--- config.mk ---
export PLATFORM = sky130hd
export DESIGN_NAME = ysyx_22050598_pipe_ctrl
export DESIGN_NICKNAME = d
export VERILOG_FILES = /design/src/rtl/ysyx_22050598_pipe_ctrl.sv
export SDC_FILE = /design/constraint.sdc
export NUM_CORES = 1
export LEC_CHECK = 0
export CORE_MARGIN = 2
export CORE_UTILIZATION = 43
export CTS_CLUSTER_DIAMETER = 100
export CTS_CLUSTER_SIZE = 28
export DETAILED_ROUTE_END_ITERATION = 10
export MAX_ROUTING_LAYER = met4
export PLACE_DENSITY = 0.76
export SLEW_MARGIN = 30
export SYNTH_ARGS = -nofsm -noshare
export SYNTH_HDL_FRONTEND = slang
export SYNTH_SLANG_ARGS = --single-unit
--- constraint.sdc ---
create_clock -name clk -period 6.8 [get_ports clk]
set_input_delay 1.36 -clock clk [delete_from_list [all_inputs] [get_ports clk]]
set_output_delay 1.36 -clock clk [all_outputs]
set_load 0.02 [all_outputs]
--- src/rtl/ysyx_22050598_pipe_ctrl.sv ---
// rtl/ysyx_22050598_pipe_ctrl.sv - pipeline hazard, stall/flush and redirect sequencing controller
module ysyx_22050598_pipe_ctrl #(
  parameter int CNT_W = 32
) (
  input  logic             clk,
  input  logic             rst,
  input  logic [4:0]       id_rs1_idx,
  input  logic [4:0]       id_rs2_idx,
  input  logic             id_rs1_ren,
  input  logic             id_rs2_ren,
  input  logic [4:0]       ex_rd_idx,
  input  logic             ex_is_load,
  input  logic             ex_muldiv_start,
  input  logic             ex_muldiv_done,
  input  logic             mem_ls_busy,
  input  logic             if_fetch_busy,
  input  logic             ex_redirect,
  input  logic             trap_req,
  output logic             if_stall,
  output logic             if_id_stall,
  output logic             if_id_flush,
  output logic             id_ex_stall,
  output logic             id_ex_flush,
  output logic             ex_mem_stall,
  output logic             ex_mem_flush,
  output logic             mem_wb_flush,
  output logic [CNT_W-1:0] stall_cnt
);

  typedef enum logic [1:0] {RUN, MD_WAIT, DROP} state_t;

  state_t state;
  state_t state_nxt;

  logic md_hold;
  logic md_enter;
  logic load_use;
  logic redirect_any;

  assign md_enter     = (state == RUN) && ex_muldiv_start && !ex_muldiv_done;
  assign md_hold      = (state == MD_WAIT) || md_enter;
  assign redirect_any = trap_req || ex_redirect;
  assign load_use     = ex_is_load && (ex_rd_idx != 5'd0) &&
                        ((id_rs1_ren && (id_rs1_idx == ex_rd_idx)) ||
                         (id_rs2_ren && (id_rs2_idx == ex_rd_idx)));

  // Outputs are purely combinational so a hazard is covered in the cycle it appears.
  always_comb begin
    if_stall     = 1'b0;
    if_id_stall  = 1'b0;
    if_id_flush  = 1'b0;
    id_ex_stall  = 1'b0;
    id_ex_flush  = 1'b0;
    ex_mem_stall = 1'b0;
    ex_mem_flush = 1'b0;
    mem_wb_flush = 1'b0;
    if (rst) begin
      if_id_flush  = 1'b1;
      id_ex_flush  = 1'b1;
      ex_mem_flush = 1'b1;
      mem_wb_flush = 1'b1;
    end else if (mem_ls_busy) begin
      if_stall     = 1'b1;
      if_id_stall  = 1'b1;
      id_ex_stall  = 1'b1;
      ex_mem_stall = 1'b1;
      mem_wb_flush = 1'b1;
    end else if (md_hold) begin
      if_stall     = 1'b1;
      if_id_stall  = 1'b1;
      id_ex_stall  = 1'b1;
      ex_mem_flush = 1'b1;
    end else if (trap_req) begin
      if_id_flush  = 1'b1;
      id_ex_flush  = 1'b1;
      ex_mem_flush = 1'b1;
    end else if (ex_redirect) begin
      if_id_flush  = 1'b1;
      id_ex_flush  = 1'b1;
    end else if (load_use) begin
      if_stall     = 1'b1;
      if_id_stall  = 1'b1;
      id_ex_flush  = 1'b1;
    end else if ((state == DROP) || if_fetch_busy) begin
      if_id_flush  = 1'b1;
    end
  end

  // While the LSU holds the pipe only the exits (mul/div done, stale fetch returned) advance.
  always_comb begin
    state_nxt = state;
    case (state)
      RUN: begin
        if (!mem_ls_busy) begin
          if (md_enter) state_nxt = MD_WAIT;
          else if (redirect_any && if_fetch_busy) state_nxt = DROP;
        end
      end
      MD_WAIT: begin
        if (ex_muldiv_done) state_nxt = RUN;
      end
      DROP: begin
        if (!if_fetch_busy) state_nxt = RUN;
      end
      default: state_nxt = RUN;
    endcase
  end

  always_ff @(posedge clk) begin
    if (rst) begin
      state     <= RUN;
      stall_cnt <= '0;
    end else begin
      state <= state_nxt;
      if (id_ex_stall || id_ex_flush) stall_cnt <= stall_cnt + 1'b1;
    end
  end

endmodule

==> impl_metrics.py, run 1 <==
metrics = {
    "status": {
        "status": "completed",
    },
    "yosys": {
        "synthArstFlopShare": 0,
        "yosysMostFrequentCell": "dfxtp_1",
        "yosysTopAreaCell": "dfxtp_1",
        "synth_ff_type": "dfxtp_1",
        "synth_warnings": 0,
        "synth_seq_area_share": 0.340,
        "synth_fp_nets": 275,
        "synth_top_area_frac": 0.340,
        "synth_edf_count": 0,
        "yosys.cell_types.count": 39,
        "syn_area_sq_um": 2000,
        "ys_seq_elements": 34,
        "syn_inst": 248,
        "ys_top_cells_by_area": "dfxtp_1 (34%), a21oi_1 (7.3%), mux2_2 (6.2%)",
        "yosys-top-cells-count": "dfxtp_1 (34), a21oi_1 (29), nor2_1 (25), nand3_1 (15), nor2b_1 (14)",
        "syn_area_per_cell_sq_um": 8.07,
    },
    "place": {
        "port_buffers": 65,
        "place_hpwl_mm": 3.49,
        "finalWeightedCongestion": 0.789,
    },
    "floorplan": {
        "pin_count": 66,
        "die_h_um": 72.2,
        "die_w_um": 72.2,
        "die_area_sq_um": 5210,
        "core_area_sq_um": 4410,
        "rows": 24,
        "start_util": 0.453,
    },
    "global_route": {
        "grt_start_max_net_pins": 54,
        "grt_remaining_overflow": 0,
        "antenna_found_initial": 0,
        "grt_pass1_wl_mm": 8.33,
        "grt_pass1_vias": 1840,
        "grt_use_total": 0.203,
    },
    "critical_path": {
        "crit_path_end_kind": "primary output",
        "r2r_cells": 6,
        "start_kind": "input port",
        "r2r-end": "stall_cnt[27]",
        "worstPathRequired_ns": 5.44,
        "r2r_slack_ns": 4.34,
        "path_class": "input port to primary output",
        "critPathArrivalTime_ns": 3.48,
        "reg2reg_from": "stall_cnt[6]",
        "path_max_fanout": 4,
    },
    "clock_tree": {
        "clock-sinks": 34,
        "htree_levels": 2,
        "clockBufferDepth": 2,
        "cts_resized": 0,
        "cts_setup_buffers": 0,
        "cts_tree": "yes",
        "clock_latency_ns": 0.28,
        "cts_root_buffer": "clkbuf_8",
        "holdBufCountCts": 0,
        "path_clk_slew_ns": 0.07,
        "cts_buffers": 5,
    },
    "hold_path": {
        "hold_class": "flop to flop",
        "worstHoldEndpoint": "state[1]",
        "worstHoldPathCells": 1,
        "worstHoldStart": "state[0]",
    },
    "pwr": {
        "switching_share": 0.248,
        "power.share.clock": 0.368,
        "p_int_w": 0.000315,
        "leakage_nw": 0.912,
        "seqPwrFrac": 0.487,
        "p_total_w": 0.000419,
        "combPwrFrac": 0.144,
        "switching_power_w": 0.000104,
        "powerDensity_nw_per_um2": 152,
        "ir_worst_vdd_mv": 0.0964,
    },
    "timing": {
        "setup_tns_ns": 0,
        "finalHoldViolations": 0,
        "tightestPinTransition_ns": 0.597,
        "slew_headroom": 0.601,
        "fin_crit_sh": 0.711,
        "period_minus_slack_ns": 4.84,
        "maxSlewViolCount": 0,
        "grt_setup_unrepaired": "no",
        "setup_violations": 0,
        "fmax_mhz": 207,
        "fin_worst_skew_ns": 0.00277,
    },
    "detailed_routing": {
        "wl_per_cell_um": 13.7,
        "post-route-drc-count": 0,
        "num_vias": 2040,
        "drtIter0Drc": 135,
        "antenna_left": 0,
        "dr.pass1.iters": 4,
        "routed_wl_mm": 4.97,
        "vias_per_cell": 5.64,
    },
    "finish": {
        "nNetsFinal": 336,
        "layout-drive-gt1-share": 0.0774,
        "fin_util": 0.626,
        "area_growth_pct": 38.0,
        "n_antenna_cell": 0,
    },
    "flow_run": {
        "maxCapViolCount": 0,
    },
}
==> cell families after synthesis <==
kind of cell,Yosys count,synth area share
multiplexers,14,0.0782
flip-flops,34,0.340
AO/OA/AOI/OAI,59,0.180
AND/OR/NAND/NOR,111,0.303
buffers and inverters,18,0.0438
adder cells (fa/ha/maj),1,0.00625
XOR/XNOR,11,0.0482
==> worst max-delay path, stage by stage <==
cell and delay [ns]:
clkdlybuf4s50_1 0.46, or4_1 0.54, o21a_1 0.24, nand2_1 0.11, a21oi_1 0.07, nor2_1 0.08, clkdlybuf4s50_1 0.60
==> per-stage QoR <==
step	instances	cell area, sq um	hold WS [ns]	setup slack [ns]
finish	362	2760	0.457	1.96
global route	362	2760	0.488	1.79
CTS	362	2760	0.461	1.94
detailed placement	354	2670	0.450	1.95
global placement	354	2670	0.443	1.98
floorplan	248	2000	0.423	2.77
==> layout by cell type, fill, tap and decap left out, types with 2 or more instances in the layout <==
master and n:
a2111oi_0 2, a21boi_1 3, a21oi_1 29, and3_1 6
and4_1 4, buf_4 3, clkbuf_8 6, clkdlybuf4s50_1 65
dfxtp_1 34, inv_1 4, mux2_1 2, mux2_2 11
nand2_1 12, nand2b_1 2, nand3_1 15, nand4_1 9
nor2_1 25, nor2b_1 14, o21ai_1 11, o22ai_1 2
o31ai_1 7, or3_1 11, or4_1 7, xnor2_1 10
==> flip-flops by register name, summed over array words and instances (netlist names) <==
signal and flops:
stall_cnt 32, state 2
==> layout make-up <==
| type | count | area, sq um |
|---|---|---|
| clock buffers | 6 | 82.6 |
| well taps | 52 | 65.1 |
| fillers | 412 | 1650 |
| inverters | 4 | 15.0 |
| multi-input cells | 196 | 1230 |
| clock inverters | 2 | 12.5 |
| repair buffers | 68 | 673 |
| flip-flops and latches | 34 | 681 |
==> power groups by stage <==
stage	registers (W)	clock network, W	logic [W]
global route	0.000204	0.000167	0.0000654
finish	0.000204	0.000154	0.0000605
detailed placement	0.000209	0	0.0000608
global placement	0.000209	0	0.0000597
floorplan	0.000210	0	0.0000287
CTS	0.000204	0.000158	0.0000610
==> metal layers <==
| layer | part of all wire | vias up | global-route usage |
|---|---|---|---|
| met2 | 0.46 | 51 | 0.336 |
| met5 | 0 | - | - |
| met4 | 0.0044 | 0 | 0.0398 |
| li1 | - | 1029 | - |
| met1 | 0.47 | 958 | 0.254 |
| met3 | 0.062 | 2 | 0.0500 |
==> worst max-delay path by stage <==
| stage | depth (start not counted) | endpoint | slack (ns) | startpoint |
|---|---|---|---|---|
| after global placement | 7 | if_id_flush | 1.98 | ex_rd_idx[1] |
| after floorplan | 6 | if_stall | 2.77 | ex_rd_idx[1] |
| final | 7 | if_id_flush | 1.96 | ex_rd_idx[1] |
| after CTS | 7 | if_stall | 1.94 | ex_rd_idx[2] |
| after global routing | 7 | if_stall | 1.79 | ex_rd_idx[2] |
| after detailed placement | 7 | if_stall | 1.95 | ex_rd_idx[2] |
Note: power is estimated with default switching activity, not from simulation.
==> run 2: changes to the inputs <==
==> constraint.sdc (replaced) <==
create_clock -name clk -period 4.5 [get_ports clk]
set_input_delay 0.9 -clock clk [delete_from_list [all_inputs] [get_ports clk]]
set_output_delay 0.9 -clock clk [all_outputs]
set_load 0.02 [all_outputs]
==> impl_metrics.py, run 2 (synthesis results as in run 1) <==
metrics = {
    "status": {
        "status": "completed",
    },
    "detailed_routing": {
        "post-route-drc-count": 0,
        "routed_wl_mm": 4.98,
        "dr.pass1.iters": 4,
        "antenna_left": 0,
        "wl_per_cell_um": 13.8,
        "num_vias": 2051,
        "drtIter0Drc": 169,
        "vias_per_cell": 5.67,
    },
    "finish": {
        "area_growth_pct": 37.6,
        "regMostFlops": "stall_cnt",
        "n_antenna_cell": 0,
        "layout-drive-gt1-share": 0.0774,
        "final_common_cell": "clkdlybuf4s50_1",
        "most-common-layout-cells": "clkdlybuf4s50_1 (65), dfxtp_1 (34), a21oi_1 (29)",
        "nNetsFinal": 337,
        "reg_top3": "stall_cnt: 32 flops, state: 2 flops",
        "largest_reg_flops": 32,
    },
    "clock_tree": {
        "path_clk_slew_ns": 0.07,
        "cts_resized": 0,
        "htree_levels": 2,
        "holdBufCountCts": 0,
        "cts_buffers": 5,
        "clock-sinks": 34,
        "cts_root_buffer": "clkbuf_8",
        "cts_tree": "yes",
        "clockBufferDepth": 2,
        "cts_setup_buffers": 0,
        "clock_latency_ns": 0.28,
    },
    "timing": {
        "tightestPinTransition_ns": 0.604,
        "slew_headroom": 0.596,
        "grt_setup_unrepaired": "no",
        "fin_worst_skew_ns": 0.00266,
        "fin_crit_sh": 0.871,
        "maxSlewViolCount": 0,
        "fmax_mhz": 255,
        "setup_violations": 0,
        "holdWs_ns": 0.460,
        "finalHoldViolations": 0,
        "period_minus_slack_ns": 3.92,
        "setup_tns_ns": 0,
    },
    "floorplan": {
        "pin_count": 66,
        "rows": 24,
        "die_area_sq_um": 5210,
        "core_area_sq_um": 4410,
        "start_util": 0.453,
        "die_w_um": 72.2,
        "die_h_um": 72.2,
    },
    "global_route": {
        "grt_pass1_vias": 1856,
        "grt_remaining_overflow": 0,
        "top_usage_layer": "met2",
        "grtUsageMet2": 0.335,
        "grt_use_total": 0.199,
        "grt_pass1_wl_mm": 8.18,
        "grt_start_max_net_pins": 46,
        "met1_usage": 0.244,
        "met3_usage": 0.0431,
        "antenna_found_initial": 0,
    },
    "critical_path": {
        "crit_top_cell": "clkdlybuf4s50_1",
        "worstPathRequired_ns": 3.60,
        "path_class": "input port to primary output",
        "path_max_fanout": 4,
        "crit_path_end_kind": "primary output",
        "worstPathCellList": "clkdlybuf4s50_1 -> or4_1 -> o21a_1 -> nand2_1 -> a21oi_1 -> nor2_1 -> clkdlybuf4s50_1",
        "slowest_stage": "clkdlybuf4s50_1",
        "start_kind": "input port",
        "critPathMaxStageDelay_ns": 0.60,
        "critPathArrivalTime_ns": 3.02,
    },
    "pwr": {
        "powerDensity_nw_per_um2": 223,
        "ir_worst_vdd_mv": 0.161,
        "leakage_nw": 0.913,
    },
    "place": {
        "port_buffers": 65,
        "finalWeightedCongestion": 0.766,
        "place_hpwl_mm": 3.52,
    },
    "hold_path": {
        "hold_class": "flop to flop",
    },
    "flow_run": {
        "maxCapViolCount": 0,
    },
}
==> run 2: changes by cell type in the layout (fill, tap and decap cells not counted), sizes merged <==
cell	before	now
buf	3	4
clkinv	1	2
clkinvlp	1	0
clkbuf	6	5
==> run 2: critical path: cells and delay by family <==
family | cells | cell delay (ns)
buffers and inverters | 2 | 1.07
AND/OR/NAND/NOR | 3 | 0.74
AO/OA/AOI/OAI | 2 | 0.31
==> run 2: through the flow <==
| step | total power (W) | cell area [sq um] | cells | utilization | setup slack (ns) |
|---|---|---|---|---|---|
| 6_report | 0.000613 | 2750 | 362 | 0.624 | 0.581 |
| 5_1_grt | 0.000638 | 2750 | 362 | 0.624 | 0.391 |
| 4_1_cts | 0.000619 | 2750 | 362 | 0.624 | 0.570 |
| 3_5_place_dp | 0.000407 | 2670 | 355 | 0.606 | 0.576 |
| 3_3_place_gp | 0.000405 | 2670 | 355 | 0.606 | 0.593 |
| 2_1_floorplan | 0.000361 | 2000 | 248 | - | 1.39 |
==> run 2: area by class of cell <==
type | count | area [sq um]
clock inverters | 2 | 10.0
well taps | 52 | 65.1
multi-input cells | 196 | 1230
inverters | 4 | 15.0
flip-flops and latches | 34 | 681
fillers | 418 | 1660
clock buffers | 5 | 68.8
repair buffers | 69 | 681
==> run 2: final timing paths <==
| check | start | endpoint | slack (ns) | depth (start not counted) |
|---|---|---|---|---|
| max reg2reg | stall_cnt[6] | stall_cnt[31] | 2.02 | 6 |
| max | ex_rd_idx[1] | if_id_flush | 0.58 | 7 |
| min reg2reg | state[0] | state[1] | 0.46 | 1 |
| min | state[0] | state[1] | 0.46 | 1 |
==> run 2: routing by layer <==
layer	up-vias	wire [um]
li1	1032	-
met1	953	2290
met4	0	36
met2	60	2320
met3	6	332
met5	-	0
==> run 2: power breakdown <==
group / switching (W) / internal, W / leakage, nW
Clock: 0.000110 / 0.000104 / 0.0438
Sequential: 0.00000411 / 0.000304 / 0.275
Combinational: 0.0000429 / 0.0000483 / 0.595
==> run 3: changes to the inputs <==
==> constraint.sdc (replaced) <==
create_clock -name clk -period 4.5 [get_ports clk]
set_input_delay 0.45 -clock clk [delete_from_list [all_inputs] [get_ports clk]]
set_output_delay 0.45 -clock clk [all_outputs]
set_load 0.02 [all_outputs]
==> impl_metrics.py, run 3 (synthesis results as in run 1) <==
metrics = {
    "clock_tree": {
        "cts_tree": "yes",
        "cts_resized": 0,
        "htree_levels": 2,
        "clockBufferDepth": 2,
        "clock-sinks": 34,
        "path_clk_slew_ns": 0.07,
        "cts_buffers": 5,
        "holdBufCountCts": 0,
        "cts_root_buffer": "clkbuf_8",
        "cts_setup_buffers": 0,
        "clock_latency_ns": 0.29,
    },
    "global_route": {
        "grt_pass1_wl_mm": 8.45,
        "antenna_found_initial": 0,
        "grt_use_total": 0.209,
        "grt_start_max_net_pins": 53,
        "grt_remaining_overflow": 0,
        "grt_pass1_vias": 1823,
    },
    "critical_path": {
        "critPathArrivalTime_ns": 2.59,
        "r2r_cells": 6,
        "reg2reg_from": "stall_cnt[6]",
        "crit_path_end_kind": "primary output",
        "crit_family": "buffers and inverters",
        "r2r-end": "stall_cnt[27]",
        "critPathMaxStageDelay_ns": 0.64,
        "worstPathRequired_ns": 4.05,
        "path_class": "input port to primary output",
        "start_kind": "input port",
        "r2r_slack_ns": 2.07,
        "slowest_stage": "clkdlybuf4s50_1",
        "path_max_fanout": 4,
        "path_buf_inv": 2,
        "worstPathCellList": "clkdlybuf4s50_1 -> xnor2_1 -> nand4_1 -> o22ai_1 -> nand2_1 -> o22ai_1 -> clkdlybuf4s50_1",
    },
    "pwr": {
        "powerDensity_nw_per_um2": 249,
        "ir_worst_vdd_mv": 0.160,
        "leakage_nw": 0.922,
        "p_total_w": 0.000691,
    },
    "finish": {
        "reg_top3": "stall_cnt: 32 flops, state: 2 flops",
        "fillers": 392,
        "multiInputGateArea_sq_um": 1230,
        "register_area_sq_um": 681,
        "regMostFlops": "stall_cnt",
        "final_common_cell": "clkdlybuf4s50_1",
        "postLayoutCellArea_sq_um": 2780,
        "area_growth_pct": 38.9,
        "layout-drive-gt1-share": 0.0744,
        "largest_reg_flops": 32,
        "most-common-layout-cells": "clkdlybuf4s50_1 (65), dfxtp_1 (34), a21oi_1 (29)",
        "n_antenna_cell": 0,
        "nNetsFinal": 336,
    },
    "floorplan": {
        "die_area_sq_um": 5210,
        "rows": 24,
        "core_area_sq_um": 4410,
        "die_h_um": 72.2,
        "die_w_um": 72.2,
        "start_util": 0.453,
        "pin_count": 66,
    },
    "detailed_routing": {
        "num_vias": 2064,
        "routed_wl_mm": 5.11,
        "dr.pass1.iters": 4,
        "antenna_left": 0,
        "drtIter0Drc": 135,
        "post-route-drc-count": 0,
        "wl_per_cell_um": 14.1,
        "vias_per_cell": 5.72,
    },
    "timing": {
        "fin_crit_sh": 0.676,
        "period_minus_slack_ns": 3.04,
        "tightestPinTransition_ns": 0.577,
        "grt_setup_unrepaired": "no",
        "setup_violations": 0,
        "setup_tns_ns": 0,
        "finalHoldViolations": 0,
        "slew_headroom": 0.615,
        "fin_worst_skew_ns": 0.00655,
        "maxSlewViolCount": 0,
        "fmax_mhz": 329,
    },
    "flow_run": {
        "maxCapViolCount": 0,
    },
    "hold_path": {
        "worstHoldStart": "state[0]",
        "hold_class": "flop to flop",
        "worstHoldEndpoint": "state[1]",
        "worstHoldPathCells": 1,
    },
    "status": {
        "status": "completed",
    },
    "place": {
        "placed_area_sq_um": 2670,
        "finalWeightedCongestion": 0.778,
        "port_buffers": 65,
        "place_hpwl_mm": 3.62,
    },
}
[run 3: how the worst max path moves through the flow]
stage	start	endpoint	slack (ns)	cells after the start
finish	ex_rd_idx[2]	if_stall	1.46	7
global route	ex_rd_idx[3]	if_stall	1.27	7
CTS	ex_rd_idx[2]	if_stall	1.44	7
detailed placement	ex_rd_idx[2]	stall_cnt[31]	1.31	7
global placement	ex_rd_idx[1]	stall_cnt[31]	1.41	7
floorplan	ex_rd_idx[1]	stall_cnt[1]	2.18	7
[run 3: area by class of cell]
type,instances,area share
Tap cell,52,0.0234
Sequential cell,34,0.245
Clock inverter,1,0.0108
Clock buffer,6,0.0297
Multi-Input combinational cell,196,0.443
Inverter,4,0.00540
Timing Repair Buffer,68,0.242
[run 3: layer usage]
layer	vias to the layer above	global-route usage	part of all wire
li1	1029	-	-
met2	59	0.334	0.47
met4	0	0.0692	0.015
met1	967	0.268	0.46
met5	-	-	0
met3	9	0.0375	0.061
[run 3: through the flow]
stage / std cells / hold slack, ns / worst slack, ns / utilization
after floorplan: 248 / 0.423 / 2.18 / -
after global placement: 354 / 0.443 / 1.41 / 0.604
after detailed placement: 354 / 0.457 / 1.31 / 0.604
after CTS: 361 / 0.467 / 1.44 / 0.630
after global routing: 361 / 0.493 / 1.27 / 0.630
final: 361 / 0.463 / 1.46 / 0.630
[run 3: where the power goes]
group / total [W] / switching (W) / internal, W
Clock: 0.000291 / 0.000114 / 0.000177
Sequential: 0.000308 / 0.00000412 / 0.000304
Combinational: 0.0000918 / 0.0000435 / 0.0000483
Total: 0.000691 / 0.000161 / 0.000530
